$ cat src/rtl/reg_file_pkg.sv
// rtl/reg_file_pkg.sv - shared types and constants for the parametrised register file
package reg_file_pkg;

    typedef enum logic {
        IDLE  = 1'b0,
        SWEEP = 1'b1
    } sweep_state_t;

    // Geometry of the original CPU register file
    localparam int CPU_WIDTH = 8;
    localparam int CPU_DEPTH = 8;

endpackage

$ cat src/rtl/reg_file_sweep_ctrl.sv
// rtl/reg_file_sweep_ctrl.sv - clear-sweep FSM, write acceptance and drop pulse
module reg_file_sweep_ctrl
    import reg_file_pkg::*;
#(
    parameter int DEPTH    = CPU_DEPTH,
    parameter int ADDR_W   = $clog2(DEPTH),
    parameter bit ZERO_REG = 1'b0
) (
    input  logic              CLK,
    input  logic              RESET,
    input  logic              WRITEEN,
    input  logic [ADDR_W-1:0] INADDR,
    input  logic              CLEAR,
    output logic              BUSY,
    output logic              sweep_en,
    output logic [ADDR_W-1:0] sweep_addr,
    output logic              wr_accept,
    output logic              WR_DROP
);

    localparam logic [ADDR_W:0]   DEPTH_X = (ADDR_W + 1)'(DEPTH);
    localparam logic [ADDR_W-1:0] LAST    = ADDR_W'(DEPTH - 1);

    sweep_state_t      state;
    logic [ADDR_W-1:0] cnt;
    logic              zero_hit;
    logic              in_range;
    logic              can_write;
    logic              wr_reject;

    assign zero_hit  = ZERO_REG && (INADDR == '0);
    assign in_range  = {1'b0, INADDR} < DEPTH_X;
    assign can_write = (state == IDLE) && !CLEAR && in_range;
    assign wr_accept = WRITEEN && can_write && !zero_hit;
    // Writes to a hard-wired zero register vanish quietly instead of flagging a drop
    assign wr_reject = WRITEEN && !can_write && !zero_hit;

    assign BUSY       = (state == SWEEP);
    assign sweep_en   = (state == SWEEP);
    assign sweep_addr = cnt;

    always_ff @(posedge CLK or negedge RESET) begin
        if (!RESET) begin
            state   <= IDLE;
            cnt     <= '0;
            WR_DROP <= 1'b0;
        end else begin
            WR_DROP <= wr_reject;
            case (state)
                IDLE: begin
                    if (CLEAR) begin
                        state <= SWEEP;
                        cnt   <= '0;
                    end
                end
                SWEEP: begin
                    if (cnt == LAST) begin
                        state <= IDLE;
                        cnt   <= '0;
                    end else begin
                        cnt <= cnt + 1'b1;
                    end
                end
                default: state <= IDLE;
            endcase
        end
    end

endmodule

$ cat src/rtl/reg_file_param.sv
// rtl/reg_file_param.sv - parametrised register file with bypass, valid bits and clear sweep
module reg_file_param
    import reg_file_pkg::*;
#(
    parameter int WIDTH    = CPU_WIDTH,
    parameter int DEPTH    = CPU_DEPTH,
    localparam int ADDR_W  = $clog2(DEPTH),
    parameter bit ZERO_REG = 1'b0,
    parameter bit BYPASS   = 1'b1
) (
    input  logic              CLK,
    input  logic              RESET,
    input  logic [WIDTH-1:0]  IN,
    input  logic [ADDR_W-1:0] INADDR,
    input  logic              WRITEEN,
    input  logic [ADDR_W-1:0] OUT1ADD,
    input  logic [ADDR_W-1:0] OUT2ADD,
    output logic [WIDTH-1:0]  OUT1,
    output logic [WIDTH-1:0]  OUT2,
    output logic              OUT1_VALID,
    output logic              OUT2_VALID,
    input  logic              CLEAR,
    output logic              BUSY,
    output logic              WR_DROP
);

    localparam logic [ADDR_W:0] DEPTH_X = (ADDR_W + 1)'(DEPTH);

    logic [WIDTH-1:0]           mem [DEPTH];
    logic [DEPTH-1:0]           valid;
    logic                       sweep_en;
    logic [ADDR_W-1:0]          sweep_addr;
    logic                       wr_accept;
    logic [1:0][ADDR_W-1:0]     raddr;
    logic [1:0][WIDTH:0]        rd;

    reg_file_sweep_ctrl #(
        .DEPTH    (DEPTH),
        .ADDR_W   (ADDR_W),
        .ZERO_REG (ZERO_REG)
    ) u_sweep_ctrl (
        .CLK        (CLK),
        .RESET      (RESET),
        .WRITEEN    (WRITEEN),
        .INADDR     (INADDR),
        .CLEAR      (CLEAR),
        .BUSY       (BUSY),
        .sweep_en   (sweep_en),
        .sweep_addr (sweep_addr),
        .wr_accept  (wr_accept),
        .WR_DROP    (WR_DROP)
    );

    // Sweep and write never coincide: writes are only accepted in IDLE
    always_ff @(posedge CLK or negedge RESET) begin
        if (!RESET) begin
            for (int i = 0; i < DEPTH; i++) begin
                mem[i] <= '0;
            end
            valid <= '0;
        end else if (sweep_en) begin
            mem[sweep_addr]   <= '0;
            valid[sweep_addr] <= 1'b0;
        end else if (wr_accept) begin
            mem[INADDR]   <= IN;
            valid[INADDR] <= 1'b1;
        end
    end

    assign raddr = {OUT2ADD, OUT1ADD};

    for (genvar p = 0; p < 2; p++) begin : g_rd
        assign rd[p] = (ZERO_REG && raddr[p] == '0)                 ? {1'b1, {WIDTH{1'b0}}} :
                       (BYPASS && wr_accept && INADDR == raddr[p])   ? {1'b1, IN} :
                       ({1'b0, raddr[p]} < DEPTH_X)                  ? {valid[raddr[p]], mem[raddr[p]]} :
                                                                       {(WIDTH + 1){1'b0}};
    end

    assign {OUT1_VALID, OUT1} = rd[0];
    assign {OUT2_VALID, OUT2} = rd[1];

endmodule

$ cat config.mk
export PLATFORM = sky130hd
export DESIGN_NAME = reg_file_param
export DESIGN_NICKNAME = d
export VERILOG_FILES = /design/src/rtl/reg_file_pkg.sv /design/src/rtl/reg_file_sweep_ctrl.sv /design/src/rtl/reg_file_param.sv
export SDC_FILE = /design/constraint.sdc
export NUM_CORES = 1
export LEC_CHECK = 0
export BUFFER_PORTS_ARGS = -buffer_cell sky130_fd_sc_hd__buf_2
export CAP_MARGIN = 20
export CORE_AREA = 2 2 101 112
export CTS_CLUSTER_DIAMETER = 60
export DETAILED_ROUTE_END_ITERATION = 7
export DIE_AREA = 0 0 103 114
export PLACE_DENSITY = 0.64
export SLEW_MARGIN = 20
export SYNTH_ARGS = -nofsm -noshare
export SYNTH_HDL_FRONTEND = slang
export SYNTH_HIERARCHICAL = 1
export SYNTH_SLANG_ARGS = --single-unit
$ cat constraint.sdc
create_clock -name CLK -period 4.24 [get_ports CLK]
set_input_delay 0.212 -clock CLK [delete_from_list [all_inputs] [get_ports CLK]]
set_output_delay 0.212 -clock CLK [all_outputs]
set_load 0.01 [all_outputs]
# After elaboration in Yosys (flattened, before gate mapping)
# Cells that the tools add are included.
dict set report totals {
  register_bits 77
  in_bits 21
  out_inout_bits 20
  word_cells 82
}
dict set report classes {
  n_addsub 1
  n_lt_le_gt_ge 12
  n_eq_ne 4
  n_mux 31
  n_bitwise 10
  n_reduce_logical 12
}
# cell n
set op_table {}
lappend op_table {{2-to-1 mux 64 bit} 2}
lappend op_table {{bitwise AND 64 bit} 1}
lappend op_table {{bitwise mux 64 bit} 1}
lappend op_table {{2-to-1 mux 8 bit} 8}
lappend op_table {{inverter 64 bit} 1}
lappend op_table {{binary-select mux 8 bit (select 3 bit)} 2}
lappend op_table {{demux 8 bit (select 3 bit)} 2}
lappend op_table {{2-to-1 mux 9 bit} 2}
lappend op_table {{greater-or-equal comparator 4 bit (second input constant)} 4}
lappend op_table {{less-than comparator 3 x 4 -> 1 bit (second input constant)} 4}
lappend op_table {{inverter 3 -> 4 bit} 4}
lappend op_table {{logical AND 1 bit} 9}
lappend op_table {{bitwise AND 8 bit} 1}
lappend op_table {{less-than comparator 4 x 1 -> 1 bit (second input constant)} 2}
lappend op_table {{inverter 8 bit} 1}
lappend op_table {{OR 8 bit} 1}
lappend op_table {{binary-select mux 1 bit (select 3 bit)} 2}
lappend op_table {{demux 1 bit (select 3 bit)} 2}
lappend op_table {{equality test 3 bit} 2}
lappend op_table {{greater-or-equal comparator 3 x 1 -> 1 bit (second input constant)} 2}
lappend op_table {{2-to-1 mux 1 bit} 6}
lappend op_table {{2-to-1 mux 3 bit} 2}
lappend op_table {{one-hot mux 3 bit (2 select lines)} 1}
lappend op_table {{adder 3 x 1 -> 3 bit (second input constant)} 1}
lappend op_table {{6 further kinds} 7}

# Longest topological paths before layout
# Gate-level depths: netlist of run 1.
dict set report depth {
  depth_word 8
  mapped_depth 6
  mapped_depth_nobuf 5
}

# By module
# The synthesis of run 1 kept the hierarchy.
# mod instances cells_per_inst area_per_inst_um2 seq_area_each_um2
set modules_own_cells {}
lappend modules_own_cells {reg_file_param 1 350 4440.5 1801.7}
lappend modules_own_cells {reg_file_sweep_ctrl 1 18 236.5 125.1}

# Least setup slack after synthesis of run 1
# OpenSTA, ideal clock, no wires.
dict set report synth_path {
  path_kind {register -> register}
  from {register u_sweep_ctrl.state, in the netlist u_sweep_ctrl/BUSY}
  to {register mem[40] in the netlist's numbering}
  setup_ns 0.127
  arrival_ns 1.622
  required_time_ns 4.113
  slack_ns 2.492
  stages_incl_launch_ff 7
  path_buffers 1
  synth_period_minus_slack_ns 1.748
  path_cell_list {dfrtp_1 > nor2_2 > and2_1 > nand2_1 > or4_4 > buf_6 > mux2i_1}
}
dict set report synth_between {
  elab_chain_cells 4
  elab_cells_between_ends 5
  cone_classes {mux: 1; bitwise: 1; reduce/logical: 3}
}
# element line_no
set synth_rtl {}
lappend synth_rtl {{start: declaration} reg_file_sweep_ctrl.sv:24} ;# sweep_state_t state;
lappend synth_rtl {{start signal: assignment} reg_file_sweep_ctrl.sv:44} ;# state <= IDLE;
lappend synth_rtl {{start signal: assignment} reg_file_sweep_ctrl.sv:52} ;# state <= SWEEP;
lappend synth_rtl {{start signal: assignment} reg_file_sweep_ctrl.sv:58} ;# state <= IDLE;
lappend synth_rtl {{inverter 1 bit} -}
lappend synth_rtl {{logical AND 1 bit} reg_file_sweep_ctrl.sv:33} ;# assign can_write = (state == IDLE) && !CLEAR && in_range;
lappend synth_rtl {{logical AND 1 bit} reg_file_sweep_ctrl.sv:34} ;# assign wr_accept = WRITEEN && can_write && !zero_hit;
lappend synth_rtl {{via wr_accept} reg_file_param.sv:33} ;# logic wr_accept;
lappend synth_rtl {{nonzero test 2 bit (no source line)} -}
lappend synth_rtl {{end signal: indexed assignment} reg_file_param.sv:58} ;# mem[i] <= '0;
lappend synth_rtl {{end signal: indexed assignment} reg_file_param.sv:62} ;# mem[sweep_addr] <= '0;
lappend synth_rtl {{end signal: indexed assignment} reg_file_param.sv:65} ;# mem[INADDR] <= IN;
lappend synth_rtl {{end: declaration} reg_file_param.sv:29} ;# logic [WIDTH-1:0] mem [DEPTH];
# The timed path passes the listed nets, and every way through them passes these cells.
# A chain may end at the register's enable or synchronous reset.

# Final worst setup path of run 1
dict set report layout_path {
  from {register u_sweep_ctrl.state, in the netlist u_sweep_ctrl/BUSY}
  to {output OUT2[2]}
}
dict set report layout_between {
  elab_chain_cells 5
}
# element line_no
set layout_rtl {}
lappend layout_rtl {{inverter 1 bit} -}
lappend layout_rtl {{logical AND 1 bit} reg_file_sweep_ctrl.sv:33}
lappend layout_rtl {{logical AND 1 bit} reg_file_sweep_ctrl.sv:34}
lappend layout_rtl {{via wr_accept} reg_file_param.sv:33}
lappend layout_rtl {{logical AND 1 bit} reg_file_param.sv:74} ;# (BYPASS && wr_accept && INADDR == raddr[p]) ? {1'b1, IN} :
lappend layout_rtl {{2-to-1 mux 9 bit} reg_file_param.sv:74}
lappend layout_rtl {{end: declaration} reg_file_param.sv:19} ;# output logic [WIDTH-1:0] OUT2,
# The timed path passes the listed nets, and every way through them passes these cells.

==> results by group, run 1 <==
Status
  – Outcome: complete, no violations

Logic synthesis
  – Area leader, netlist: dfrtp_1
  – Yosys reg bits: 77
  – Cell count after synthesis: 368
  – Count leader, synth: mux2i_1
  – Synth cell count leaders: mux2i_1 (98), nand2_1 (78), dfrtp_1 (77)
  – Ys Warns: 6
  – Synthesized net count: 392
  – Top FF cell, synth: dfrtp_1
  – Top cell type's share of synthesized area: 0.4120
  – Mapped Area: 4677 sq um
  – Yosys cell types: 36
  – Async S/R FF share, synth: 1.000
  – Synth top area cells: dfrtp_1 (41%), mux2i_1 (21%), mux4_1 (12%)
  – Syn_area_per_cell: 12.71 sq um
  – Seq/Total Area, Yosys: 0.4120
  – EDFF count, synth: 0

Power
  – P_leak: 2.759 nW
  – PD cells: 498.8 nW/um^2
  – Peak supply drop: 0.3564 mV

Finish
  – Final net count: 418
  – Core Util, Final: 0.4838
  – Ant diodes: 0
  – Area added between synthesis and finish: 10.78%
  – Post-Layout Cell Count: 546
  – Share of cells above drive strength 1: 0.1855

Die
  – Rows: 40
  – Die W: 103 microns
  – Die area: 11740 sq um
  – Initial Utilization: 0.4367
  – Placeable Area: 10710 sq um
  – I/O Pins: 41
  – Die height: 114 microns

Critical path
  – Setup Crit Path Kind: register to primary output
  – Critical Path Source Type: register
  – WP data arrival: 2.71 ns
  – Max incr delay on CP: 0.60 ns
  – Req. time, crit path: 4.03 ns
  – Slowest CP cell: nand4_1
  – CP Max Fanout: 18
  – Worst flop-to-flop path startpoint: u_sweep_ctrl/BUSY
  – Worst-path cell chain: nor2_2, and2_1, nand4_1, mux2i_1, buf_2
  – Critical path origin: u_sweep_ctrl/BUSY
  – Nature of the critical path endpoint: primary output
  – Register-to-Register Setup Slack: 1.79 ns

Worst hold path
  – Hold path start: WRITEEN
  – Hold Crit Class: input port to register

Drt
  – Via count: 3139
  – DR iter-0 viols: 161
  – Avg WL per Cell: 22.35 microns
  – Post-DRT Antenna Nets: 0
  – TritonRoute pass-1 iters: 4
  – DR DRC count: 0
  – Via density: 5.749
  – Detailed Route WL: 12.20 mm

Placement
  – Dpl cells: 528
  – HPWL reported at the end of detailed placement: 7.785 mm
  – Gp weighted congestion: 0.8074
  – PortBufs: 40

Global routing
  – Number of antenna violations at the first check in global routing: 0
  – First-pass GRT wire length: 18.86 mm
  – Total track usage: 0.2245
  – Largest net degree at the start of global routing: 78
  – Vias in the first global route: 3374
  – GRT overflow: 0

STA
  – Worst-Margin Slew: 0.8359 ns
  – Final Cycle Share: 0.6883
  – Final setup violation count: 0
  – Fin. max-slew vios: 0
  – Max-slew headroom at the worst pin: 0.4427
  – Clock skew: 0.006142 ns
  – Setup TNS: 0 ns
  – Min Tclk post-route: 2.918 ns
  – Final hold violations: 0
  – RSZ-0062 raised after global routing: no
  – Fmax: 0.3427 GHz

Clocking
  – CTS buffer count: 9
  – Max clock buf depth: 2
  – CTS H-Tree Depth: 3
  – Worst skew pair latency: 0.34 ns
  – TritonCTS clock tree: yes
  – Post-CTS Setup Inserts: 0
  – CTS root buf: clkbuf_16
  – Clock slew at reported path FFs: 0.05 ns
  – Num Clock Sinks: 77

Job
  – Max-cap violation count: 0
[metrics by stage]
step / hold slack, ns / cell area [sq um] / worst slack, ns / power [mW]
final: 0.1260 / 5181 / 1.322 / 2.584
after global routing: 0.1487 / 5181 / 1.183 / 2.727
after CTS: 0.08596 / 5151 / 1.350 / 2.597
after detailed placement: 0.4477 / 4878 / 1.750 / 1.878
after global placement: 0.4386 / 4878 / 1.862 / 1.834
after floorplan: -0.08359 / 4677 / 2.492 / 1.619
[registers in the layout, summed over array words and instances (netlist names)]
name and flops:
valid 8, u_sweep_ctrl/BUSY 1, u_sweep_ctrl/sweep_addr 3, u_sweep_ctrl/WR_DROP 1
mem 64
[worst paths after layout]
| path | end | depth (start not counted) |
|---|---|---|
| worst max register to register | mem[34] | 6 |
| worst min-delay path | u_sweep_ctrl/WR_DROP | 2 |
| worst max-delay path | OUT2[2] | 5 |
| max in group asynchronous | mem[46] | 3 |
| min in group asynchronous | mem[49] | 2 |
| worst min register to register | valid[4] | 2 |
[logic make-up after synthesis]
kind of cell	count (synthesis)	share of synthesized area
flip-flops	77	0.4120
XOR/XNOR	6	0.01124
multiplexers	134	0.4007
adder cells (fa/ha/maj)	3	0.008027
AND/OR/NAND/NOR	104	0.1070
buffers and inverters	37	0.04949
AO/OA/AOI/OAI	7	0.01150
[final cells by class]
cell class / instances / area (sq um)
flip-flops and latches: 77 / 1927
clock inverters: 1 / 5.005
inverters: 9 / 33.78
repair buffers: 43 / 240.2
well taps: 147 / 183.9
multi-input cells: 254 / 2524
clock buffers: 15 / 267.8
fillers: 995 / 5529
[routing by layer]
metal | part of all wire | track usage
met5 | 0 | 0
met4 | 0.031 | 0.1316
met2 | 0.47 | 0.3346
met3 | 0.065 | 0.04105
met1 | 0.43 | 0.3060
[worst max-delay path, delay by kind of cell, from the launching register on]
family,cells,cell delay (ns)
muxes,1,0.43
buffers and inverters,1,0.19
and+or+nand+nor,3,1.19
DFF,1,0.56
[power breakdown]
group	internal [mW]	leakage [nW]	switching (mW)
clock	0.428	0.134	0.288
sequential	0.921	1.05	0.169
combinational	0.354	1.58	0.425
total	1.70	2.76	0.882
[cells in the final DEF, fill, tap and decap left out, types with 2 or more instances in the layout]
| cell | n |
|---|---|
| buf_2 | 39 |
| nand4b_1 | 3 |
| buf_4 | 2 |
| nand4bb_1 | 3 |
| nand2_1 | 78 |
| clkbuf_16 | 9 |
| clkbuf_8 | 2 |
| ha_1 | 3 |
| a21o_1 | 4 |
| nand4_1 | 3 |
| dfrtp_1 | 77 |
| clkinv_1 | 8 |
| mux2i_1 | 98 |
| xnor2_1 | 6 |
| clkbuf_1 | 4 |
| mux4_2 | 14 |
| nor2_4 | 2 |
| mux4_1 | 22 |
| nand2b_1 | 3 |
[what timing repair did]
action,in CTS,in global routing
hold endpoints to repair,0,40
hold buffers,0,1
gates resized for setup,0,0
Power figures use the tool's default switching activity.
==> run 2: changes to the inputs <==
- clock period: 4.24 -> 2.9 ns (I/O delays scaled with it)
==> results by group, run 2 (synthesized netlist as in run 1, its figures left out) <==
STA
  – Worst-Margin Slew: 0.6942 ns (was 0.8359 ns)
  – Final Cycle Share: 0.8041
  – Min Tclk post-route: 2.332 ns
  – PnR worst setup slack: 0.5682 ns (was 1.322 ns)
  – Fin. max-slew vios: 0 (unchanged)
  – RSZ-0062 raised after global routing: no (unchanged)
  – Fmax: 0.4288 GHz
  – Final setup violation count: 0 (unchanged)
  – Final hold violations: 0 (unchanged)
  – Max-slew headroom at the worst pin: 0.5347 (was 0.4427)
  – Clock skew: 0.004939 ns (was 0.006142 ns)
  – Setup TNS: 0 ns (unchanged)

Finish
  – Ant diodes: 0 (unchanged)
  – Final net count: 425 (was 418)
  – Most frequent cells in the layout: mux2i_1 (98), nand2_1 (78), dfrtp_1 (77) (unchanged)
  – Most common cell after layout, fill and taps aside: mux2i_1 (unchanged)
  – Most flops, register: mem (unchanged)
  – Post-Layout Cell Count: 551 (was 546)
  – Max FFs per register: 64 (unchanged)
  – Reg area: 1927 sq um (unchanged)
  – Post-layout instance area: 5250 sq um (was 5181 sq um)
  – Area added between synthesis and finish: 12.25% (was 10.78%)
  – Fill cells: 980 (was 995)
  – Share of cells above drive strength 1: 0.2005 (was 0.1855)
  – Multi-input logic area: 2524 sq um (unchanged)

Critical path
  – Max incr delay on CP: 0.39 ns (was 0.60 ns)
  – Number of cells on the worst reg-to-reg path: 5 (was 6)
  – Crit path max-delay family: simple AND/OR/NAND/NOR gates (unchanged)
  – Crit path depth: 6 (was 5)
  – Nature of the critical path endpoint: primary output (unchanged)
  – WP buf/inv: 2 (was 1)
  – Slowest CP cell: dfrtp_1 (was nand4_1)
  – Setup Crit Path Kind: register to primary output (unchanged)
  – Req. time, crit path: 2.76 ns (was 4.03 ns)
  – Worst-path cell chain: nor2_2, and2_1, nand4_1, buf_4, mux2i_1, buf_2 (was nor2_2, and2_1, nand4_1, mux2i_1, buf_2)
  – Critical Path Source Type: register (unchanged)
  – WP data arrival: 2.19 ns (was 2.71 ns)
  – CP Max Fanout: 7 (was 18)
  – Register-to-Register Setup Slack: 0.81 ns (was 1.79 ns)

Drt
  – DR DRC count: 0 (unchanged)
  – Avg WL per Cell: 21.38 microns (was 22.35 microns)
  – Post-DRT Antenna Nets: 0 (unchanged)
  – Via density: 5.679 (was 5.749)
  – Detailed Route WL: 11.78 mm (was 12.20 mm)
  – DR iter-0 viols: 170 (was 161)
  – TritonRoute pass-1 iters: 4 (unchanged)
  – Via count: 3129 (was 3139)

Clocking
  – CTS H-Tree Depth: 3 (unchanged)
  – CTS root buf: clkbuf_16 (unchanged)
  – Clock slew at reported path FFs: 0.06 ns (was 0.05 ns)
  – TritonCTS clock tree: yes (unchanged)
  – CTS buffer count: 9 (unchanged)
  – Num Clock Sinks: 77 (unchanged)
  – Worst skew pair latency: 0.33 ns (was 0.34 ns)
  – Max clock buf depth: 2 (unchanged)
  – Post-CTS Setup Inserts: 0 (unchanged)

Placement
  – PortBufs: 40 (unchanged)
  – HPWL reported at the end of detailed placement: 7.746 mm (was 7.785 mm)
  – Gp weighted congestion: 0.8021 (was 0.8074)
  – Worst slack, placed: 0.8386 ns (was 1.750 ns)
  – DP Area: 4931 sq um (was 4878 sq um)
  – Dpl cells: 535 (was 528)

Worst hold path
  – Worst hold path depth: 2 (unchanged)
  – Hold Crit Class: input port to register (unchanged)

Job
  – Max-cap violation count: 0 (unchanged)

Global routing
  – Total track usage: 0.2169 (was 0.2245)
  – GRT overflow: 0 (unchanged)
  – First-pass GRT wire length: 18.35 mm (was 18.86 mm)
  – Number of antenna violations at the first check in global routing: 0 (unchanged)
  – Vias in the first global route: 3201 (was 3374)
  – Largest net degree at the start of global routing: 78 (unchanged)

Status
  – Outcome: complete, no violations (unchanged)

Power
  – Clock power share: 0.287 (was 0.277)
  – Combinational fraction of design power: 0.304 (was 0.301)
  – Int Pwr: 2.557 mW (was 1.703 mW)
  – PD cells: 730.0 nW/um^2 (was 498.8 nW/um^2)
  – Pwr Total: 3.833 mW (was 2.584 mW)
  – Peak supply drop: 0.5050 mV (was 0.3564 mV)
  – Sw frac: 0.3328 (was 0.3412)
  – Sw Pwr: 1.275 mW (was 881.7 uW)
  – Sequential Power Share: 0.410 (was 0.422)
  – P_leak: 2.799 nW (was 2.759 nW)

Die
  – Initial Utilization: 0.4367 (unchanged)
  – Die W: 103 microns (unchanged)
  – Die height: 114 microns (unchanged)
  – I/O Pins: 41 (unchanged)
  – Placeable Area: 10710 sq um (unchanged)
  – Die area: 11740 sq um (unchanged)
  – Rows: 40 (unchanged)
-- run 2: power by group through the flow --
stage	clock, mW	sequential [mW]	combinational (mW)
after floorplan	0	1.50	0.868
after global placement	0	1.57	1.14
after detailed placement	0	1.58	1.17
after CTS	1.12	1.57	1.17
after global routing	1.17	1.61	1.27
final	1.10	1.57	1.16
-- run 2: what timing repair did --
action                                 4_1_cts  5_1_grt
endpoints found under the hold margin        0       18
hold buffers                                 0        1
resized for setup                            0        0
-- run 2: worst paths after layout --
| path | startpoint | end |
|---|---|---|
| max | u_sweep_ctrl/BUSY | OUT1[5] |
| min | WRITEEN | u_sweep_ctrl/WR_DROP |
| max reg2reg | u_sweep_ctrl/BUSY | mem[31] |
| min reg2reg | valid[0] | valid[0] |
| max in group asynchronous | RESET | mem[2] |
| min in group asynchronous | RESET | mem[1] |
-- run 2: cell type report --
type	instances	share of cell area
multi-input cells	254	0.4807
flip-flops and latches	77	0.3670
inverters	9	0.006435
clock buffers	12	0.04695
repair buffers	50	0.05720
well taps	147	0.03503
clock inverters	2	0.006673
-- run 2: metal layers --
layer	vias to the layer above	track usage	wire, microns
met5	-	0	0
met4	0	0.07544	246
met3	18	0.03493	654
met2	85	0.3346	5507
met1	1605	0.3114	5373
li1	1421	-	-
-- run 2: through the flow --
step | hold slack, ns | utilization
final | 0.04774 | 0.4902
after global routing | 0.06810 | 0.4902
after CTS | 0.02148 | 0.4867
after global placement | 0.3748 | 0.4604
after floorplan | -0.1506 | -
after detailed placement | 0.3814 | 0.4604
